==> config.mk <==
export PLATFORM = sky130hd
export DESIGN_NAME = decode_stage
export DESIGN_NICKNAME = d
export VERILOG_FILES = /design/src/rtl/riscy_pkg.sv /design/src/rtl/regfile.sv /design/src/rtl/decode_stage.sv
export SDC_FILE = /design/constraint.sdc
export NUM_CORES = 2
export LEC_CHECK = 0
export ABC_AREA = 0
export CORE_MARGIN = 4
export CORE_UTILIZATION = 33
export CTS_CLUSTER_SIZE = 10
export DETAILED_ROUTE_END_ITERATION = 6
export GPL_TIMING_DRIVEN = 0
export PLACE_DENSITY_LB_ADDON = 0.2
export SETUP_SLACK_MARGIN = 0.4
export SLEW_MARGIN = 10
export SYNTH_ARGS = -nofsm -noshare
export SYNTH_HDL_FRONTEND = slang
export SYNTH_HIERARCHICAL = 1
export SYNTH_SLANG_ARGS = --single-unit
==> constraint.sdc <==
create_clock -name clk -period 43.8 [get_ports clk]
set_input_delay 8.76 -clock clk [delete_from_list [all_inputs] [get_ports clk]]
set_output_delay 8.76 -clock clk [all_outputs]
set_load 0.02 [all_outputs]
==> src/rtl/riscy_pkg.sv <==
// Shared decode vocabulary for the riscy core: ALU op codes, RV32I field
// constants, the decoded-instruction bundle and the decoder itself.
package riscy_pkg;

  localparam logic [6:0] OPC_OP     = 7'b0110011;
  localparam logic [6:0] OPC_OP_IMM = 7'b0010011;

  localparam logic [2:0] F3_ADD = 3'b000;
  localparam logic [2:0] F3_SLT = 3'b010;
  localparam logic [2:0] F3_OR  = 3'b110;
  localparam logic [2:0] F3_AND = 3'b111;

  localparam logic [6:0] F7_BASE = 7'b0000000;
  localparam logic [6:0] F7_SUB  = 7'b0100000;

  typedef enum logic [2:0] {
    ALU_ADD = 3'b000,
    ALU_SUB = 3'b001,
    ALU_AND = 3'b010,
    ALU_OR  = 3'b011,
    ALU_SLT = 3'b101
  } alu_ctrl_e;

  typedef struct packed {
    logic      legal;
    logic      use_imm;
    logic      rs2_used;
    alu_ctrl_e ctrl;
    logic [4:0]  rs1;
    logic [4:0]  rs2;
    logic [4:0]  rd;
    logic [31:0] imm;
  } decoded_t;

  function automatic decoded_t decode_instr(input logic [31:0] instr);
    decoded_t   d;
    logic [6:0] f7;
    logic [2:0] f3;
    f7         = instr[31:25];
    f3         = instr[14:12];
    d.legal    = 1'b0;
    d.use_imm  = 1'b0;
    d.rs2_used = 1'b0;
    d.ctrl     = ALU_ADD;
    d.rs1      = instr[19:15];
    d.rs2      = instr[24:20];
    d.rd       = instr[11:7];
    d.imm      = {{20{instr[31]}}, instr[31:20]};
    if (instr[6:0] == OPC_OP) begin
      d.rs2_used = 1'b1;
      case (f3)
        F3_ADD: begin
          d.legal = (f7 == F7_BASE) || (f7 == F7_SUB);
          d.ctrl  = (f7 == F7_SUB) ? ALU_SUB : ALU_ADD;
        end
        F3_SLT:  begin d.legal = (f7 == F7_BASE); d.ctrl = ALU_SLT; end
        F3_OR:   begin d.legal = (f7 == F7_BASE); d.ctrl = ALU_OR;  end
        F3_AND:  begin d.legal = (f7 == F7_BASE); d.ctrl = ALU_AND; end
        default: d.legal = 1'b0;
      endcase
    end else if (instr[6:0] == OPC_OP_IMM) begin
      d.use_imm = 1'b1;
      case (f3)
        F3_ADD:  begin d.legal = 1'b1; d.ctrl = ALU_ADD; end
        F3_SLT:  begin d.legal = 1'b1; d.ctrl = ALU_SLT; end
        F3_OR:   begin d.legal = 1'b1; d.ctrl = ALU_OR;  end
        F3_AND:  begin d.legal = 1'b1; d.ctrl = ALU_AND; end
        default: d.legal = 1'b0;
      endcase
    end
    return d;
  endfunction

endpackage

==> src/rtl/regfile.sv <==
// 32x32 register file: two asynchronous read ports with write-back bypass,
// one write port, x0 hardwired to zero.
module regfile #(
  parameter int XLEN  = 32,
  parameter int NREGS = 32,
  localparam int AW   = $clog2(NREGS)
) (
  input  logic            clk,
  input  logic            rst,
  input  logic            we,
  input  logic [AW-1:0]   waddr,
  input  logic [XLEN-1:0] wdata,
  input  logic [AW-1:0]   raddr1,
  input  logic [AW-1:0]   raddr2,
  output logic [XLEN-1:0] rdata1,
  output logic [XLEN-1:0] rdata2
);

  logic [XLEN-1:0] mem [NREGS];

  always_ff @(posedge clk or posedge rst) begin
    if (rst) begin
      for (int i = 0; i < NREGS; i++) mem[i] <= '0;
    end else if (we && (waddr != '0)) begin
      mem[waddr] <= wdata;
    end
  end

  // A write landing this cycle is forwarded so dependent reads see it now.
  always_comb begin
    rdata1 = mem[raddr1];
    if (raddr1 == '0)                  rdata1 = '0;
    else if (we && (waddr == raddr1))  rdata1 = wdata;
  end

  always_comb begin
    rdata2 = mem[raddr2];
    if (raddr2 == '0)                  rdata2 = '0;
    else if (we && (waddr == raddr2))  rdata2 = wdata;
  end

endmodule

==> src/rtl/decode_stage.sv <==
// Decode / operand-fetch stage: decodes RV32I ALU ops, reads operands, tracks
// outstanding writes in a pending scoreboard and stalls on RAW/WAW hazards.
module decode_stage
  import riscy_pkg::*;
#(
  parameter int XLEN  = 32,
  parameter int NREGS = 32
) (
  input  logic            clk,
  input  logic            rst,
  input  logic            instr_valid,
  input  logic [31:0]     instr,
  output logic            instr_ready,
  output logic            ex_valid,
  input  logic            ex_ready,
  output logic [XLEN-1:0] ex_rs1,
  output logic [XLEN-1:0] ex_rs2,
  output logic [2:0]      ex_ctrl,
  output logic [4:0]      ex_rd,
  output logic            ex_we,
  input  logic            wb_we,
  input  logic [4:0]      wb_addr,
  input  logic [XLEN-1:0] wb_data,
  output logic            illegal
);

  decoded_t        dec;
  logic [XLEN-1:0] rs1_val, rs2_val;
  logic [NREGS-1:0] pending, pending_next;
  logic            haz_rs1, haz_rs2, haz_rd, hazard, accept;

  logic            ex_valid_p1, ex_we_p1, illegal_p1;
  logic [XLEN-1:0] ex_rs1_p1, ex_rs2_p1;
  alu_ctrl_e       ex_ctrl_p1;
  logic [4:0]      ex_rd_p1;

  assign dec = decode_instr(instr);

  regfile #(.XLEN(XLEN), .NREGS(NREGS)) u_regfile (
    .clk    (clk),
    .rst    (rst),
    .we     (wb_we),
    .waddr  (wb_addr),
    .wdata  (wb_data),
    .raddr1 (dec.rs1),
    .raddr2 (dec.rs2),
    .rdata1 (rs1_val),
    .rdata2 (rs2_val)
  );

  // A write-back returning this cycle releases its register with no bubble.
  assign haz_rs1 = dec.legal && (dec.rs1 != '0) && pending[dec.rs1]
                   && !(wb_we && (wb_addr == dec.rs1));
  assign haz_rs2 = dec.legal && dec.rs2_used && (dec.rs2 != '0) && pending[dec.rs2]
                   && !(wb_we && (wb_addr == dec.rs2));
  assign haz_rd  = dec.legal && (dec.rd != '0) && pending[dec.rd]
                   && !(wb_we && (wb_addr == dec.rd));
  assign hazard  = instr_valid && (haz_rs1 || haz_rs2 || haz_rd);

  assign instr_ready = (!ex_valid_p1 || ex_ready) && !hazard;
  assign accept      = instr_valid && instr_ready;

  // Set is applied after clear so a same-cycle set/clear leaves the bit set.
  always_comb begin
    pending_next = pending;
    if (wb_we) pending_next[wb_addr] = 1'b0;
    if (accept && dec.legal) pending_next[dec.rd] = 1'b1;
    pending_next[0] = 1'b0;
  end

  // ---- stage p1: registered operand bundle toward the ALU ----
  always_ff @(posedge clk or posedge rst) begin
    if (rst) begin
      ex_valid_p1 <= 1'b0;
      ex_rs1_p1   <= '0;
      ex_rs2_p1   <= '0;
      ex_ctrl_p1  <= ALU_ADD;
      ex_rd_p1    <= '0;
      ex_we_p1    <= 1'b0;
      illegal_p1  <= 1'b0;
      pending     <= '0;
    end else begin
      pending    <= pending_next;
      illegal_p1 <= accept && !dec.legal;
      if (accept && dec.legal) begin
        ex_valid_p1 <= 1'b1;
        ex_rs1_p1   <= rs1_val;
        ex_rs2_p1   <= dec.use_imm ? dec.imm : rs2_val;
        ex_ctrl_p1  <= dec.ctrl;
        ex_rd_p1    <= dec.rd;
        ex_we_p1    <= (dec.rd != '0);
      end else if (ex_ready) begin
        ex_valid_p1 <= 1'b0;
      end
    end
  end

  assign ex_valid = ex_valid_p1;
  assign ex_rs1   = ex_rs1_p1;
  assign ex_rs2   = ex_rs2_p1;
  assign ex_ctrl  = ex_ctrl_p1;
  assign ex_rd    = ex_rd_p1;
  assign ex_we    = ex_we_p1;
  assign illegal  = illegal_p1;

endmodule

# == After elaboration in Yosys (flattened, before gate mapping) ==
# Cells that the tools add are included.
# totals
reg_bits,1130
inputBits,74
wordCells,147
# classes
n_bitwise,6
n_eq_ne,9
order_cmp,10
n_reduce_logical,43
muxes,39
# ops
cell,count
1024-bit bitwise mux,1
32-bit two-way mux,12
32-bit binary-select mux with 5-bit select,2
32-bit demux with 5-bit select,1
32-bit AND,1
32-bit NOT,1
32-bit bitwise OR,1
"5-bit by 6-bit < comparator with 1-bit output, second input constant",4
1-bit logical AND,22
5-bit nonzero test,4
"6-bit >= comparator, second input constant",3
5-bit NOT with 6-bit output,3
1-bit binary-select mux with 5-bit select,3
5-bit == test,3
"7-bit by 6-bit == test with 1-bit output, second input constant",2
1-bit two-way mux,12
3-bit one-hot mux with 4 select lines,1
1-bit demux with 5-bit select,2
"5-bit by 1-bit >= comparator with 1-bit output, second input constant",2
5-bit zero test,2
3-bit one-hot mux with 3 select lines,1
"7-bit by 5-bit == test with 1-bit output, second input constant",1
7-bit zero test,1
"3-bit == test, second input constant",2
other kinds (11),20

# == Longest topological paths before layout ==
# logic_depth
ltp_word,17
depth_mapped,13
depth_no_buf,9

# == Cells and area by module ==
# Netlist, hierarchy kept.
# by_module_without_submodules
mod,cells_per_inst,n_inst,area_per_inst_um2,seq_area_each_um2
regfile,3859,1,55253.0,25624.6
decode_stage,505,1,5661.7,2652.5

# == Worst setup path before layout ==
# OpenSTA, ideal clock, no wires.
# synth_path
path_type,input to output
from,input instr[22]
to,output instr_ready
arrival_time_ps,10604
required_time_ps,35040
n_path_buf,1
stages,7
setup_slack_ps,24436
cell_sequence,clkbuf_1 > mux4_2 > o2bb2ai_1 > or4_1 > o2111ai_1 > o21ai_0 > a31oi_1
# synth_between
elab_chain_cells,9
word_cells_on_any_way,14
classes_between,eq/ne: 1; mux: 2; reduce/logical: 11
# synth_rtl
item,line_no,source
from (decl),decode_stage.sv:12,"input logic [31:0] instr,"
1-bit binary-select mux with 5-bit select (tied with other cells),decode_stage.sv:54,assign haz_rs2 = dec.legal && dec.rs2_used && (dec.rs2 != '0) && pending[dec.rs2]
1-bit two-way mux (implied by the code) (tied with other cells),decode_stage.sv:54,
1-bit logical AND / 1-bit zero test (equally long branches),"decode_stage.sv:54, decode_stage.sv:55",
1-bit logical AND (*),decode_stage.sv:55,&& !(wb_we && (wb_addr == dec.rs2));
1-bit logical OR (*) (2 in series),decode_stage.sv:58,assign hazard = instr_valid && (haz_rs1 || haz_rs2 || haz_rd);
1-bit logical AND (*),decode_stage.sv:58,
1-bit zero test (*),decode_stage.sv:60,assign instr_ready = (!ex_valid_p1 || ex_ready) && !hazard;
1-bit logical AND (*),decode_stage.sv:60,
to (decl),decode_stage.sv:13,"output logic instr_ready,"
# Every way passes the cells marked *; elsewhere a longest branch is shown, timed or not. The select of a mux whose other input is x is not followed.

# == Worst setup path after layout ==
# Ends and elaborated chain as after synthesis.

==> results_dict.tcl <==
set metrics [dict create \
    clock-sinks 1130 \
    endpoint_kind "output port" \
    p_leak_nw 30.2 \
    setup_viol 0 \
    min_period_ps 20940 \
    gr-usage-all-layers_pct 32.7 \
    postCtsHoldBufs 0 \
    violations "design-rule violations, max-capacitance violations, max-slew violations" \
    grt-ovfl-total 0 \
    ys_ff_latch 1130 \
    cts_buffers 137 \
    firstDrtPassIters 7 \
    ios 150 \
    clock_latency_ps 820 \
    synth_compound_area_share_pct 5.90 \
    synthMuxAreaShare_pct 40.1 \
    io_buffer_count 142 \
    grt_pass1_wl_mm 421 \
    cts_setup_buffers 0 \
    num_vias 46500 \
    placementRows 157 \
    cts_resized 0 \
    setup_tns_ps 0 \
    fin_crit_sh_pct 47.8 \
    grt_antenna_before_repair 26 \
    mostFrequentLayoutCells "dfrtp_1, mux2_2, mux4_2" \
    synth-xor-area-share_pct 0.316 \
    h-tree-depth 4 \
    ir_drop_v 0.0000311 \
    cts_max_path_buffers 3 \
    regToRegEndpoint "ex_rs1[15]" \
    synth_cells 4364 \
    synthArstFlopShare_pct 100 \
    cts_tree "built" \
    synth_top_family_by_area "multiplexers" \
    core_area_sq_um 183000 \
    worstPathRequired_ps 35040 \
    fin_skew_ps 37.7 \
    grt_pass1_vias 45400 \
    synthesis.nets 4438 \
    final_common_cell "dfrtp_1" \
    critical_path_class "in -> out" \
    power_density_nw_per_um2 44.8 \
    slew_viol_final 11 \
    hpwl_mm 215 \
    grt_setup_unrepaired "no" \
    worstPathArrival_ps 12180 \
    hold_viol 0 \
    hold_depth 1 \
    start_util_pct 33.2 \
    reg2reg_from "pending[23]" \
    area_delta_synth_final_pct 14.9 \
    drv_cap 2 \
    wl_mm 318 \
    status "finished, violations left" \
    yosys.area_share.adder_pct 0 \
    fill_cells 17500 \
    hold_path.class "reg -> reg" \
    critPathLaunch "instr[22]" \
    ys_seq_area_share_pct 46.4 \
    synth-edff-count 0 \
    yosysWarnings 6 \
    die_area_sq_um 192000 \
    die_w_um 438 \
    syn_area_per_cell_sq_um 14.0 \
    syn_area_sq_um 60900 \
    die_h_um 438 \
    seqCellArea_sq_um 28300 \
    finalPower_mw 3.14 \
    reg2reg_slack_ps 40590 \
    synth_ff_type "dfrtp_1" \
    drc 1 \
    min_from "u_regfile/mem[1002]" \
    first_iter_violations 6384 \
    grt_max_degree 109 \
    root_buffer "clkbuf_16" \
    via_per_inst 6.47 \
    ant_nets 0 \
    path_clk_slew_ps 50 \
    synth.distinct_cells 70 \
    max_freq_mhz 47.8 \
    worst_r2r_path_depth 7 \
    gp_congestion 1.01 \
    whs_endpoint "u_regfile/mem[1002]" \
    layout-drive-gt1-share_pct 41.9 \
    maxSlewHeadroom_pct -1.04 \
    num-nets-final 4741 \
    multi_input_area_sq_um 30200 \
    cp_max_fo 8 \
    tightest_slew_ps 1520 \
    routedWlPerCell_um 44.3 \
    yosys.area_share.simple_pct 3.22 \
    cp-start-kind "input pin" \
]
## worst max-delay path by stage
stage                        endpoint  slack, ps
floorplan            u_regfile/mem[0]       6220
global placement    u_regfile/mem[33]      -7880
detailed placement        instr_ready      22900
CTS                       instr_ready      22890
global route              instr_ready      22730
finish                    instr_ready      22860
## state kept, by name, indices dropped and copies added, names as in the netlist
signal and cells:
ex_rd 5, ex_ctrl 3, u_regfile/mem 1024, ex_valid 1, ex_we 1, illegal 1
ex_rs2 32, ex_rs1 32, pending 31
## where the power goes
part / total, mW / switching, mW / internal (mW) / leakage [nW]
combinational: 0.700 / 0.357 / 0.344 / 13.7
sequential: 1.37 / 0.140 / 1.23 / 14.5
clock: 1.07 / 0.474 / 0.599 / 1.95
## synth_stat cells (9+ instances only)
cell / number / area, sq um
nor3_1: 57 / 285
buf_2: 122 / 611
mux2_2: 1080 / 12200
o221ai_1: 9 / 78.8
nor2_1: 76 / 285
dfrtp_1: 1130 / 28300
o22ai_1: 42 / 263
o21ai_0: 84 / 420
mux4_2: 420 / 9460
a211oi_1: 13 / 97.6
a221oi_1: 26 / 228
clkbuf_1: 220 / 826
mux2i_1: 278 / 2780
xor2_1: 11 / 96.3
a22oi_1: 99 / 743
buf_1: 55 / 206
a21oi_1: 93 / 465
buf_4: 39 / 293
buf_6: 29 / 327
o211ai_1: 27 / 203
inv_1: 35 / 131
a31oi_1: 14 / 87.6
nand2_1: 155 / 582
a221o_1: 37 / 370
xnor2_1: 11 / 96.3
nor2b_1: 9 / 56.3
nor3b_1: 10 / 75.1
o31ai_1: 33 / 248
nand3_1: 32 / 160
nand3b_1: 12 / 90.1
## cell families (layout without fill, tap and decap cells)
| logic type | after synthesis | count (layout) |
|---|---|---|
| xor+xnor | 22 | 22 |
| other cells | 0 | 11 |
| compound gates | 520 | 520 |
| mux | 1778 | 1778 |
| buf+inv | 506 | 862 |
| simple gates | 408 | 408 |
| flops | 1130 | 1130 |
## area by class of cell
| class | instances | share of cell area [%] |
|---|---|---|
| flip-flops and latches | 1130 | 40.4 |
| diodes | 11 | 0.0393 |
| clock inverters | 22 | 0.375 |
| inverters | 36 | 0.211 |
| repair buffers | 164 | 2.69 |
| well taps | 2464 | 4.40 |
| multi-input cells | 2728 | 43.1 |
| clock buffers | 170 | 5.29 |
| plain buffers | 470 | 3.46 |
## worst max-delay path: stages
cell             delay (ps)
clkdlybuf4s50_1         730
clkbuf_1                550
mux4_2                  400
o2bb2ai_1               140
or4_1                   510
o2111ai_1               170
o21ai_0                 120
a31oi_1                 140
clkdlybuf4s50_1         650
## per-stage QoR
step	instance area, sq um	std cells	setup WS [ps]	util [%]	hold WS (ps)
floorplan	60900	4364	6220	-	441
global placement	65400	6970	-7880	35.7	452
detailed placement	66000	6992	22900	36.0	466
CTS	70000	7184	22890	38.2	478
global route	70000	7184	22730	38.2	498
finish	70000	7195	22860	38.2	475
## layer usage
| layer | up-vias | share of wire (%) | global-route usage, % |
|---|---|---|---|
| met1 | 24900 | 38 | 40.2 |
| met2 | 3335 | 41 | 45.9 |
| met5 | - | 0.083 | 0.403 |
| li1 | 17300 | - | - |
| met4 | 12 | 8.5 | 22.9 |
| met3 | 1002 | 13 | 14.0 |
Power figures use the tool's default switching activity.
